===== src/rtl/period_timer_ctrl_pkg.sv =====
// Shared types and default widths for the period timer controller.
package period_timer_ctrl_pkg;

  localparam int unsigned CNT_BITS_DEF = 4;
  localparam int unsigned REP_BITS_DEF = 4;

  typedef enum logic [1:0] {
    IDLE = 2'd0,
    ARM  = 2'd1,
    RUN  = 2'd2,
    DONE = 2'd3
  } state_e;

endpackage


===== src/rtl/period_timer_ctrl_if.sv =====
// Control/status bundle between a requester and the period timer controller.
interface period_timer_ctrl_if #(
  parameter int unsigned CNT_BITS = period_timer_ctrl_pkg::CNT_BITS_DEF,
  parameter int unsigned REP_BITS = period_timer_ctrl_pkg::REP_BITS_DEF
);

  logic                start;
  logic                stop;
  logic [CNT_BITS-1:0] period;
  logic [REP_BITS-1:0] reps;
  logic                busy;
  logic                tick;
  logic                done;
  logic                err;
  logic [CNT_BITS-1:0] count_out;
  logic [REP_BITS-1:0] ticks_done;

  modport master (
    output start, stop, period, reps,
    input  busy, tick, done, err, count_out, ticks_done
  );

  modport slave (
    input  start, stop, period, reps,
    output busy, tick, done, err, count_out, ticks_done
  );

endinterface


===== src/rtl/period_timer_ctrl_timer_counter.sv =====
// Rollover counter: counts 1..rollover_val and wraps back to 1; clear wins over enable.
module timer_counter
  import period_timer_ctrl_pkg::*;
#(
  parameter int unsigned CNT_BITS = CNT_BITS_DEF
) (
  input  logic                clk,
  input  logic                n_rst,
  input  logic                clear,
  input  logic                count_enable,
  input  logic [CNT_BITS-1:0] rollover_val,
  output logic [CNT_BITS-1:0] count_out,
  output logic                rollover_flag
);

  logic [CNT_BITS-1:0] count_q;
  logic [CNT_BITS-1:0] count_d;
  logic                at_roll_c;

  // A zero rollover value never counts as reached.
  assign at_roll_c = (count_q == rollover_val) && (rollover_val != '0);

  // Next count value.
  always_comb begin
    count_d = count_q;
    if (clear) begin
      count_d = '0;
    end else if (count_enable) begin
      if (at_roll_c) begin
        count_d = CNT_BITS'(1);
      end else begin
        count_d = count_q + CNT_BITS'(1);
      end
    end
  end

  // Count register with synchronous reset.
  always_ff @(posedge clk) begin
    if (!n_rst) begin
      count_q <= '0;
    end else begin
      count_q <= count_d;
    end
  end

  assign count_out     = count_q;
  assign rollover_flag = at_roll_c;

endmodule


===== src/rtl/period_timer_ctrl.sv =====
// Period timer controller: runs a fixed number of periodic ticks or free-runs until stopped.
module period_timer_ctrl
  import period_timer_ctrl_pkg::*;
#(
  parameter int unsigned CNT_BITS = CNT_BITS_DEF,
  parameter int unsigned REP_BITS = REP_BITS_DEF
) (
  input  logic               clk,
  input  logic               n_rst,
  period_timer_ctrl_if.slave bus
);

  localparam logic [REP_BITS-1:0] TICKS_MAX = '1;

  state_e              state_q;
  state_e              state_d;
  logic [CNT_BITS-1:0] period_q;
  logic [CNT_BITS-1:0] period_d;
  logic [REP_BITS-1:0] reps_q;
  logic [REP_BITS-1:0] reps_d;
  logic [REP_BITS-1:0] ticks_q;
  logic [REP_BITS-1:0] ticks_d;
  logic                err_q;
  logic                err_d;

  logic                clear_c;
  logic                cnt_en_c;
  logic                rollover_c;
  logic                tick_c;
  logic [CNT_BITS-1:0] cnt_c;

  timer_counter #(
    .CNT_BITS (CNT_BITS)
  ) u_timer_counter (
    .clk           (clk),
    .n_rst         (n_rst),
    .clear         (clear_c),
    .count_enable  (cnt_en_c),
    .rollover_val  (period_q),
    .count_out     (cnt_c),
    .rollover_flag (rollover_c)
  );

  // A tick is only meaningful while running; outside RUN the counter is parked.
  assign tick_c = rollover_c && (state_q == RUN);

  // Next-state and counter control.
  always_comb begin
    state_d  = state_q;
    period_d = period_q;
    reps_d   = reps_q;
    ticks_d  = ticks_q;
    err_d    = 1'b0;
    clear_c  = 1'b0;
    cnt_en_c = 1'b0;

    // Tick tally saturates so free-running never wraps back to small values.
    if (tick_c && (ticks_q != TICKS_MAX)) begin
      ticks_d = ticks_q + REP_BITS'(1);
    end

    unique case (state_q)
      IDLE: begin
        if (bus.start) begin
          if (bus.period != '0) begin
            period_d = bus.period;
            reps_d   = bus.reps;
            ticks_d  = '0;
            state_d  = ARM;
          end else begin
            err_d = 1'b1;
          end
        end
      end
      ARM: begin
        clear_c = 1'b1;
        state_d = bus.stop ? IDLE : RUN;
      end
      RUN: begin
        cnt_en_c = 1'b1;
        // Stop outranks completion; the coincident tick still shows.
        if (bus.stop) begin
          clear_c = 1'b1;
          state_d = IDLE;
        end else if (tick_c && (reps_q != '0) && (ticks_d == reps_q)) begin
          state_d = DONE;
        end
      end
      DONE: begin
        state_d = IDLE;
      end
      default: begin
        state_d = IDLE;
      end
    endcase
  end

  // State and run-context registers.
  always_ff @(posedge clk) begin
    if (!n_rst) begin
      state_q  <= IDLE;
      period_q <= '0;
      reps_q   <= '0;
      ticks_q  <= '0;
      err_q    <= 1'b0;
    end else begin
      state_q  <= state_d;
      period_q <= period_d;
      reps_q   <= reps_d;
      ticks_q  <= ticks_d;
      err_q    <= err_d;
    end
  end

  assign bus.busy       = (state_q == ARM) || (state_q == RUN);
  assign bus.tick       = tick_c;
  assign bus.done       = (state_q == DONE);
  assign bus.err        = err_q;
  assign bus.count_out  = cnt_c;
  assign bus.ticks_done = ticks_q;

endmodule

===== src/flat_wrapper.sv =====
// flat-port wrapper written by rule: the top's interface ports become plain ports
module period_timer_ctrl_flat import period_timer_ctrl_pkg::*;
#(
  parameter int unsigned CNT_BITS = CNT_BITS_DEF,
  parameter int unsigned REP_BITS = REP_BITS_DEF
)
  (clk, n_rst, bus_start, bus_stop, bus_period, bus_reps, bus_busy, bus_tick, bus_done, bus_err, bus_count_out, bus_ticks_done);
  period_timer_ctrl_if #(.CNT_BITS(CNT_BITS), .REP_BITS(REP_BITS)) bus_i ();
  input  logic clk;
  input  logic n_rst;
  input wire logic [$bits(bus_i.start)-1:0] bus_start;
  input wire logic [$bits(bus_i.stop)-1:0] bus_stop;
  input wire logic [$bits(bus_i.period)-1:0] bus_period;
  input wire logic [$bits(bus_i.reps)-1:0] bus_reps;
  output wire logic [$bits(bus_i.busy)-1:0] bus_busy;
  output wire logic [$bits(bus_i.tick)-1:0] bus_tick;
  output wire logic [$bits(bus_i.done)-1:0] bus_done;
  output wire logic [$bits(bus_i.err)-1:0] bus_err;
  output wire logic [$bits(bus_i.count_out)-1:0] bus_count_out;
  output wire logic [$bits(bus_i.ticks_done)-1:0] bus_ticks_done;
  assign bus_i.start = bus_start;
  assign bus_i.stop = bus_stop;
  assign bus_i.period = bus_period;
  assign bus_i.reps = bus_reps;
  assign bus_busy = bus_i.busy;
  assign bus_tick = bus_i.tick;
  assign bus_done = bus_i.done;
  assign bus_err = bus_i.err;
  assign bus_count_out = bus_i.count_out;
  assign bus_ticks_done = bus_i.ticks_done;
  period_timer_ctrl #(.CNT_BITS(CNT_BITS), .REP_BITS(REP_BITS)) u_core (.clk(clk), .n_rst(n_rst), .bus(bus_i));
endmodule

===== config.mk =====
export PLATFORM = sky130hd
export DESIGN_NAME = period_timer_ctrl_flat
export DESIGN_NICKNAME = d
export VERILOG_FILES = /design/src/rtl/period_timer_ctrl_pkg.sv /design/src/rtl/period_timer_ctrl_if.sv /design/src/rtl/period_timer_ctrl_timer_counter.sv /design/src/rtl/period_timer_ctrl.sv /design/src/flat_wrapper.sv
export SDC_FILE = /design/constraint.sdc
export NUM_CORES = 1
export LEC_CHECK = 0
export ABC_AREA = 0
export ABC_CLOCK_PERIOD_IN_PS = 2490
export CAP_MARGIN = 20
export CORE_UTILIZATION = 49
export CTS_CLUSTER_SIZE = 12
export DETAILED_ROUTE_END_ITERATION = 6
export GPL_TIMING_DRIVEN = 0
export PLACE_DENSITY = 0.78
export SLEW_MARGIN = 5
export SYNTH_ARGS = -nofsm -noshare
export SYNTH_HDL_FRONTEND = slang
export SYNTH_SLANG_ARGS = --single-unit

===== constraint.sdc =====
create_clock -name clk -period 2.49 [get_ports clk]
set_clock_uncertainty 0.1 [all_clocks]
set_input_delay 0.3735 -clock clk [delete_from_list [all_inputs] [get_ports clk]]
set_output_delay 0.3735 -clock clk [all_outputs]
set_load 0.01 [all_outputs]

After elaboration in Yosys (flattened, before gate mapping)
Index checks and enable logic that the tools add are counted.

Mux-type cells: 15. Add/sub/neg operators: 2. Magnitude comparators: 0. Equal/unequal tests: 9. $mul: 0. Divide/modulo/power cells: 0. Shift operators: 0. Bitwise logic cells: 1. Reduce and logical (&&, ||, !) cells: 14.

Operators by type and width (count): $mux 4 (5); $reduce_bool 4->1 (3); $mux 2 (5); $reduce_and 3->1 (3); $add 4x1->4 const B (2); $eq 4x4->1 (2); $pmux 2 s4 (1); $logic_and 1x1->1 (5); $eq 2x2->1 const B (2); $ne 4x4->1 const B (1); $mux 1 (3); $ne 3x3->1 const B (1); $eq 2x1->1 const B (1); $logic_not 2->1 (1); $ne 2x1->1 const B (1); $ne 2x2->1 const B (1); $pmux 1 s2 (1); $reduce_or 2->1 (1); $logic_or 1x1->1 (1); $not 1->1 (1).

Output and inout port bits: 12. Latch bits: 0. Logic and storage cells: 47. ROM bits: 0. RAM bits: 0. Memories kept: 0. Bits of input ports: 12. Bits in registers: 19.

Longest topological paths before layout
Gate-level depths: netlist (run 1).

Word-level depth: 10. Depth in mapped cells: 10. Mapped depth without buffers: 8.

By module
From an unflattened synthesis (run 1), not the netlist that was laid out.

Cells, all modules: 118. Area total of the unflattened synthesis: 1079.8 um2.

By module, submodules not included: period_timer_ctrl (seq. area each 300.3 um2, instances 1, area an instance 829.5 um2, cells an instance 92); timer_counter (seq. area each 80.1 um2, instances 1, area an instance 250.2 um2, cells an instance 26).

Worst setup path after synthesis (run 1)
No wires, ideal clock.

Path kind: register to register. Start: register u_core.state_q[0]. End: register u_core.state_q[1]. Setup slack: 0.669 ns. Period minus slack after synthesis: 1.821 ns. Setup time: 0.120 ns. Arrival: 1.601 ns. Stages on the path, launching flop included: 11. Cell sequence: dfxtp_1 inv_1 ha_1 buf_2 inv_1 a31oi_1 and3_1 buf_6 mux2i_1 a311oi_1 o2bb2ai_1.

Longest elaborated chain between the ends: 8.

RTL lines: start, declared (line period_timer_ctrl.sv:15) `state_e state_q;`; start signal, assigned (line period_timer_ctrl.sv:107) `state_q <= state_d;`; $eq 2x2->1 (line period_timer_ctrl.sv:45, period_timer_ctrl.sv:62); $logic_and 1x1->1 (line period_timer_ctrl.sv:45) `assign tick_c = rollover_c && (state_q == RUN);`; $logic_and 1x1->1 (line period_timer_ctrl.sv:58) `if (tick_c && (ticks_q != TICKS_MAX)) begin`; $mux 4 (line period_timer_ctrl.sv:58); $eq 4x4->1 (line period_timer_ctrl.sv:85) `end else if (tick_c && (reps_q != '0) && (ticks_d == reps_q)) begin`; $logic_and 1x1->1 (line period_timer_ctrl.sv:85); $ne 3x3->1 (no source line); $reduce_and 3->1 (no source line).

Several ways; a longest one is shown, not always the timed one. A chain may end at the register's enable or synchronous reset.

Final worst setup path (run 1)
Start: register u_core.state_q[0]. End: output port bus_tick.

Longest elaborated chain between the ends: 2.

RTL lines: $eq 2x2->1 (line period_timer_ctrl.sv:45); $logic_and 1x1->1 (line period_timer_ctrl.sv:45); end, declared (line flat_wrapper.sv:16) `output wire logic [$bits(bus_i.tick)-1:0] bus_tick;`.

Every way passes these cells.

==> out/qor.csv, run 1 <==
stage;metric;value;unit
run_status;status;completed;
die;die_x;49.7;µm
power_and_ir_drop;total_power;0.000649;W
logic_synthesis;synthDistinctLibCells;34;
logic_synthesis;syn-num-nets;140;
drt;wl_met2;1120;µm
die;io_pins;24;
die;std_cell_rows;16;
global_routing;grt_pass1_wl;4020;µm
drt;met1_length;1150;µm
drt;highest_layer;met4;
drt;drt_iter0_markers;12;
finish;layout.cells.non_filler;177;
finish;syn_to_final_growth;27.4;%
worst_setup_path;critPathMaxFanout;10;
finish;multiInputGateArea;691;µm²
timing;finalSetupTns;0;ns
logic_synthesis;ys.flop_type;dfxtp_1;
clocking;clk_pin_slew;0.11;ns
clocking;cts_root_buf;clkbuf_4;
die;core_area;0.00204;mm²
worst_setup_path;critPathSlowestCell;clkdlybuf4s50_1;
logic_synthesis;ys_seq_area_frac;0.342;
placement;portBuffers;23;
logic_synthesis;netlist.area_leader.share;0.342;
placement;dp_slack;0.220;ns
clocking;htreeDepth;1;
finish;fin_nets;169;
logic_synthesis;ys_ff_latch;19;
finish;layout.area.seq;380;µm²
timing;setup_viol;0;
timing;worst_slew_pin_slew;0.353;ns
drt;vias_per_cell;5.42;
logic_synthesis;yosysMostFrequentCell;dfxtp_1;
finish;num-fill-cells;177;
die;start_util;0.545;
worst_setup_path;start_kind;flop;
drt;route.met3.wl;77;µm
worst_setup_path;critPathBufInv;4;
logic_synthesis;synth-edff-count;0;
timing;setup_ws;0.146;ns
power_and_ir_drop;p_leak;0.581;nW
timing;max_freq;427;MHz
worst_setup_path;criticalPathCategory;flop to output port;
drt;firstDrtPassIters;4;
placement;place_hpwl;1800;µm
worst_setup_path;path_delay_family;buffers and inverters;
timing;fin_crit_sh;0.941;
finish;drive_above_1_share;0.0933;
clocking;cts_sinks;19;
clocking;cts_buffer_depth;2;
clocking;hold_buffers;0;
logic_synthesis;avgSynthCellArea;9.13;µm²
drt;drc;0;
flow_run;cap_violations;0;
logic_synthesis;yosys_warnings;0;
die;dieArea;0.00247;mm²
global_routing;grt_usage;0.209;
timing;hold_viol;0;
global_routing;globalRoute.totalOverflow;0;
logic_synthesis;synthArstFlopShare;0;
timing;period_needed;2.34;ns
die;fp.dieH;49.7;µm
worst_setup_path;crit_path_max_incr_delay;0.53;ns
placement;place_inst;172;
worst_setup_path;cp.arrival;1.87;ns
clocking;insertion_delay;0.29;ns
min_path;hp-class;flop to flop;
worst_setup_path;cp.required;2.02;ns
timing;max_slew_margin;0.765;
drt;wl;2350;µm
clocking;cts_tree;yes;
global_routing;grt_max_degree;11;
global_routing;antenna_found_initial;0;
finish;finish.utilization;0.695;
worst_setup_path;endpoint_kind;output port;
global_routing;grt_pass1_vias;918;
power_and_ir_drop;powerDensity;457;mW/mm²
clocking;cts_buffers;3;
drt;detailroute.via_count;959;
logic_synthesis;synth_common_cells;dfxtp_1 (19), nor2_1 (16), mux2i_1 (11);
logic_synthesis;synth_area_leaders;dfxtp_1 (34%), mux2i_1 (9.9%), ha_1 (6.7%);
logic_synthesis;synth_area_leader_cell;dfxtp_1;
worst_setup_path;rrSetupSlack;0.34;ns
timing;rsz0062_at_grt;no;
drt;antenna_left;0;
logic_synthesis;synthCells;122;
finish;diodes;0;
logic_synthesis;syn_area;0.00111;mm²
worst_setup_path;path_cells;inv_1 -> ha_1 -> buf_2 -> nand3_2 -> clkinv_1 -> clkdlybuf4s50_1;
power_and_ir_drop;ir_drop;0.313;mV
drt;wire_per_inst;13.3;µm
placement;place_congestion;0.821;
timing;slew_violations;0;
==> worst min-delay path, cell delays in order (launching register included) <==
cell     delay (ns)
dfxtp_1        0.34
mux2i_1        0.13
nor2b_1        0.06
==> power breakdown <==
group	internal (W)	total, W	switching (W)
clock	0.0000623	0.000156	0.0000941
sequential	0.000318	0.000335	0.0000163
combinational	0.0000824	0.000158	0.0000757
total	0.000463	0.000649	0.000186
==> cell families after synthesis <==
logic type,count (synthesis),synth area share
AOI/OAI and AO/OA,18,0.115
xor gates and xnor gates,10,0.0787
adders and majority gates,6,0.0674
buffers and inverters,9,0.0449
DFF,19,0.342
muxes,11,0.0989
and+or+nand+nor,49,0.254
==> placed cells by master, fill, tap and decap left out, types with 2 or more instances in the layout <==
| cell type | n |
|---|---|
| mux2i_1 | 11 |
| ha_1 | 6 |
| nor3_1 | 4 |
| nor2_1 | 15 |
| and2_1 | 2 |
| a31oi_1 | 2 |
| xnor2_1 | 3 |
| inv_1 | 4 |
| nand2_1 | 4 |
| dfxtp_1 | 19 |
| nand2b_1 | 5 |
| buf_6 | 2 |
| a22o_1 | 3 |
| clkdlybuf4s50_1 | 23 |
| a311oi_1 | 2 |
| and3_1 | 2 |
| clkbuf_1 | 2 |
| a21oi_1 | 4 |
| o21ai_0 | 2 |
| clkbuf_4 | 3 |
| xor2_1 | 7 |
| nor2b_1 | 8 |
==> through the flow <==
stage	area [µm²]	hold slack, ns
6_report	1420	0.463
4_1_cts	1410	0.464
3_3_place_gp	1380	0.424
3_5_place_dp	1380	0.439
5_1_grt	1420	0.490
2_1_floorplan	1110	0.396
==> registers in the layout, indices dropped and copies added, names as in the netlist <==
| signal | count |
|---|---|
| u_core.period_q | 4 |
| u_core.reps_q | 4 |
| u_core.u_timer_counter.count_out | 4 |
| u_core.bus.err | 1 |
| u_core.state_q | 2 |
| u_core.bus.ticks_done | 4 |
==> metal layers <==
metal | track usage | vias up
met5 | 0 | -
met2 | 0.340 | 24
met3 | 0.0370 | 2
met1 | 0.288 | 449
met4 | 0.0429 | 0
li1 | - | 484
==> timing repair <==
| item | in CTS | in global routing |
|---|---|---|
| pin swaps | 0 | 1 |
| gates resized for setup | 1 | 1 |
| endpoints found under the hold margin | 0 | 0 |
| setup endpoints to repair | 1 | 1 |
| setup buffers | 0 | 1 |
==> path summary, 6_finish.rpt <==
check / to / depth (start not counted) / startpoint
worst min register to register: u_core.reps_q[3]$_SDFFE_PN0P_ / 2 / u_core.reps_q[3]$_SDFFE_PN0P_
worst max-delay path: bus_tick / 6 / u_core.state_q[0]$_SDFFE_PN0P_
worst min-delay path: u_core.reps_q[3]$_SDFFE_PN0P_ / 2 / u_core.reps_q[3]$_SDFFE_PN0P_
worst max register to register: u_core.state_q[1]$_SDFFE_PN0P_ / 10 / u_core.state_q[0]$_SDFFE_PN0P_
==> cell type report <==
class | count | area share
plain buffers | 4 | 0.0220
clock buffers | 4 | 0.0185
inverters | 5 | 0.0132
multi-input cells | 94 | 0.487
repair buffers | 24 | 0.168
flip-flops and latches | 19 | 0.268
well taps | 27 | 0.0238
(Power assumes the default switching activity.)
==> run 2: changes to the inputs <==
--- a/config.mk
+++ b/config.mk
@@ -5,14 +5,14 @@
 export SDC_FILE = /design/constraint.sdc
 export NUM_CORES = 1
 export LEC_CHECK = 0
-export ABC_AREA = 0
+export ABC_AREA = 1
 export ABC_CLOCK_PERIOD_IN_PS = 2490
 export CAP_MARGIN = 20
 export CORE_UTILIZATION = 49
 export CTS_CLUSTER_SIZE = 12
 export DETAILED_ROUTE_END_ITERATION = 6
 export GPL_TIMING_DRIVEN = 0
-export PLACE_DENSITY = 0.78
+export PLACE_DENSITY = 0.79
 export SLEW_MARGIN = 5
 export SYNTH_ARGS = -nofsm -noshare
 export SYNTH_HDL_FRONTEND = slang
==> out/qor.csv, run 2 <==
stage;metric;value;unit
run_status;status;completed;
power_and_ir_drop;powerDensity;660;mW/mm²
global_routing;globalRoute.totalOverflow;0;
power_and_ir_drop;total_power;0.000913;W
logic_synthesis;synthCells;160;
die;die_x;49.2;µm
flow_run;cap_violations;0;
die;core_area;0.00202;mm²
placement;dp_slack;0.344;ns
logic_synthesis;syn_area;0.00109;mm²
finish;drive_above_1_share;0.107;
logic_synthesis;netlist.area_leader.share;0.349;
logic_synthesis;synthArstFlopShare;0;
clocking;cts_buffer_depth;2;
worst_setup_path;endpoint_kind;output port;
finish;syn_to_final_growth;27.0;%
worst_setup_path;crit_path_max_incr_delay;0.55;ns
clocking;post_cts_buffers;0;
timing;period_needed;2.33;ns
clocking;htreeDepth;1;
logic_synthesis;synth_area_leaders;dfxtp_1 (35%), nand2_1 (12%), inv_1 (7.6%);
clocking;cts_resized;0;
timing;finalSetupTns;0;ns
timing;rsz0062_at_grt;no;
logic_synthesis;synth_area_leader_cell;dfxtp_1;
drt;wl;2340;µm
global_routing;grt_pass1_vias;1068;
die;std_cell_rows;16;
timing;max_slew_margin;0.748;
logic_synthesis;yosysMostFrequentCell;nand2_1;
logic_synthesis;yosys_warnings;0;
clocking;clk_pin_slew;0.12;ns
finish;diodes;0;
drt;drc;0;
die;dieArea;0.00242;mm²
timing;fin_crit_sh;0.937;
power_and_ir_drop;p_leak;0.591;nW
die;start_util;0.539;
worst_setup_path;start_kind;flop;
die;fp.dieH;49.2;µm
worst_setup_path;crit_path_frequent_cell;nand2_1;
timing;setup_viol;0;
global_routing;grt_usage;0.218;
clocking;cts_tree;yes;
clocking;hold_buffers;0;
min_path;hp-class;flop to flop;
placement;place_hpwl;1800;µm
clocking;cts_buffers;3;
drt;wire_per_inst;11.0;µm
power_and_ir_drop;ir_drop;0.539;mV
worst_setup_path;path_cells;inv_1 -> nand2_1 -> nand2_1 -> nor2_2 -> nand3_2 -> nor2_4 -> clkdlybuf4s50_1;
logic_synthesis;ys_seq_area_frac;0.349;
clocking;cts_root_buf;clkbuf_4;
timing;max_freq;428;MHz
drt;firstDrtPassIters;4;
worst_setup_path;cp.arrival;1.86;ns
logic_synthesis;syn-num-nets;178;
clocking;insertion_delay;0.31;ns
logic_synthesis;ys_ff_latch;19;
finish;final_cell_mix;nand2_1 (36), clkdlybuf4s50_1 (23), inv_1 (22), dfxtp_1 (17);
die;io_pins;24;
clocking;cts_sinks;19;
worst_setup_path;critPathSlowestCell;clkdlybuf4s50_1;
drt;vias_per_cell;5.10;
finish;num-fill-cells;183;
global_routing;grt_pass1_wl;4030;µm
worst_setup_path;criticalPathCategory;flop to output port;
logic_synthesis;synth_common_cells;nand2_1 (36), inv_1 (22), dfxtp_1 (19);
drt;detailroute.via_count;1092;
timing;slew_violations;0;
timing;hold_viol;0;
worst_setup_path;cp.required;2.02;ns
logic_synthesis;ys.flop_type;dfxtp_1;
logic_synthesis;avgSynthCellArea;6.81;µm²
worst_setup_path;critPathMaxFanout;5;
global_routing;antenna_found_initial;0;
placement;place_congestion;0.838;
drt;antenna_left;0;
placement;portBuffers;23;
finish;fin_nets;206;
drt;drt_iter0_markers;36;
logic_synthesis;synth-edff-count;0;
timing;worst_slew_pin_slew;0.378;ns
logic_synthesis;synthDistinctLibCells;25;
global_routing;grt_max_degree;12;
finish;final_common_cell;nand2_1;
timing;setup_ws;0.156;ns
-- run 2: cell count changes after synthesis, sizes merged, moves of 6 or more --
cell	before	now
nor2b	8	0
nand2b	6	0
nand3	2	15
o21ai	2	10
inv	4	24
mux2i	11	0
nand2	4	40
a21oi	4	11
-- run 2: path summary, 6_finish.rpt --
kind,start,end,slack [ns],cells past startpoint
setup / recovery,u_core.u_timer_counter.count_out[3]$_SDFFE_PP0N_,bus_tick,0.16,7
hold / removal,u_core.reps_q[2]$_SDFFE_PN0P_,u_core.reps_q[2]$_SDFFE_PN0P_,0.41,2
setup reg to reg,u_core.u_timer_counter.count_out[3]$_SDFFE_PP0N_,u_core.state_q[1]$_SDFFE_PN0P_,0.52,18
hold reg to reg,u_core.reps_q[2]$_SDFFE_PN0P_,u_core.reps_q[2]$_SDFFE_PN0P_,0.41,2
-- run 2: metal layers --
metal	part of all wire	vias to the layer above	track usage
li1	-	571	-
met1	0.47	481	0.249
met2	0.46	30	0.363
met3	0.042	10	0.0436
met4	0.023	0	0.147
met5	0	-	0
-- run 2: where the power goes --
part | total (W) | switching, W | internal [W]
Combinational | 0.000368 | 0.000218 | 0.000150
Sequential | 0.000380 | 0.0000335 | 0.000346
Clock | 0.000165 | 0.000105 | 0.0000600
-- run 2: kinds of logic after synthesis --
logic type               after synthesis  share of synthesized area
XOR/XNOR                               3                     0.0241
buffers and inverters                 27                     0.0976
flip-flops                            19                      0.349
AND/OR/NAND/NOR                       81                      0.344
AO/OA/AOI/OAI                         24                      0.116
adder cells (fa/ha/maj)                6                     0.0689
-- run 2: stage by stage --
stage | utilization | hold WS, ns | std cells | area, µm²
floorplan | - | 0.356 | 160 | 1090
global placement | 0.670 | 0.375 | 210 | 1350
detailed placement | 0.670 | 0.390 | 210 | 1350
CTS | 0.683 | 0.407 | 214 | 1380
global route | 0.684 | 0.439 | 214 | 1380
finish | 0.684 | 0.407 | 214 | 1380
-- run 2: final cells by class --
type	instances	area (µm²)	share of cell area
inverter	24	90.1	0.0651
buffer	3	16.3	0.0118
clock buffer	3	22.5	0.0163
sequential	19	383	0.277
clock inverter	1	5.00	0.00362
tap	27	33.8	0.0244
multi-input combinational	114	603	0.436
timing repair buffer	23	230	0.166
-- run 2: worst max-delay path: cells and delay by family (launching register included) --
kind          cells  cell delay [ns]
buf+inv           2             0.61
simple gates      5             0.54
flops             1             0.41
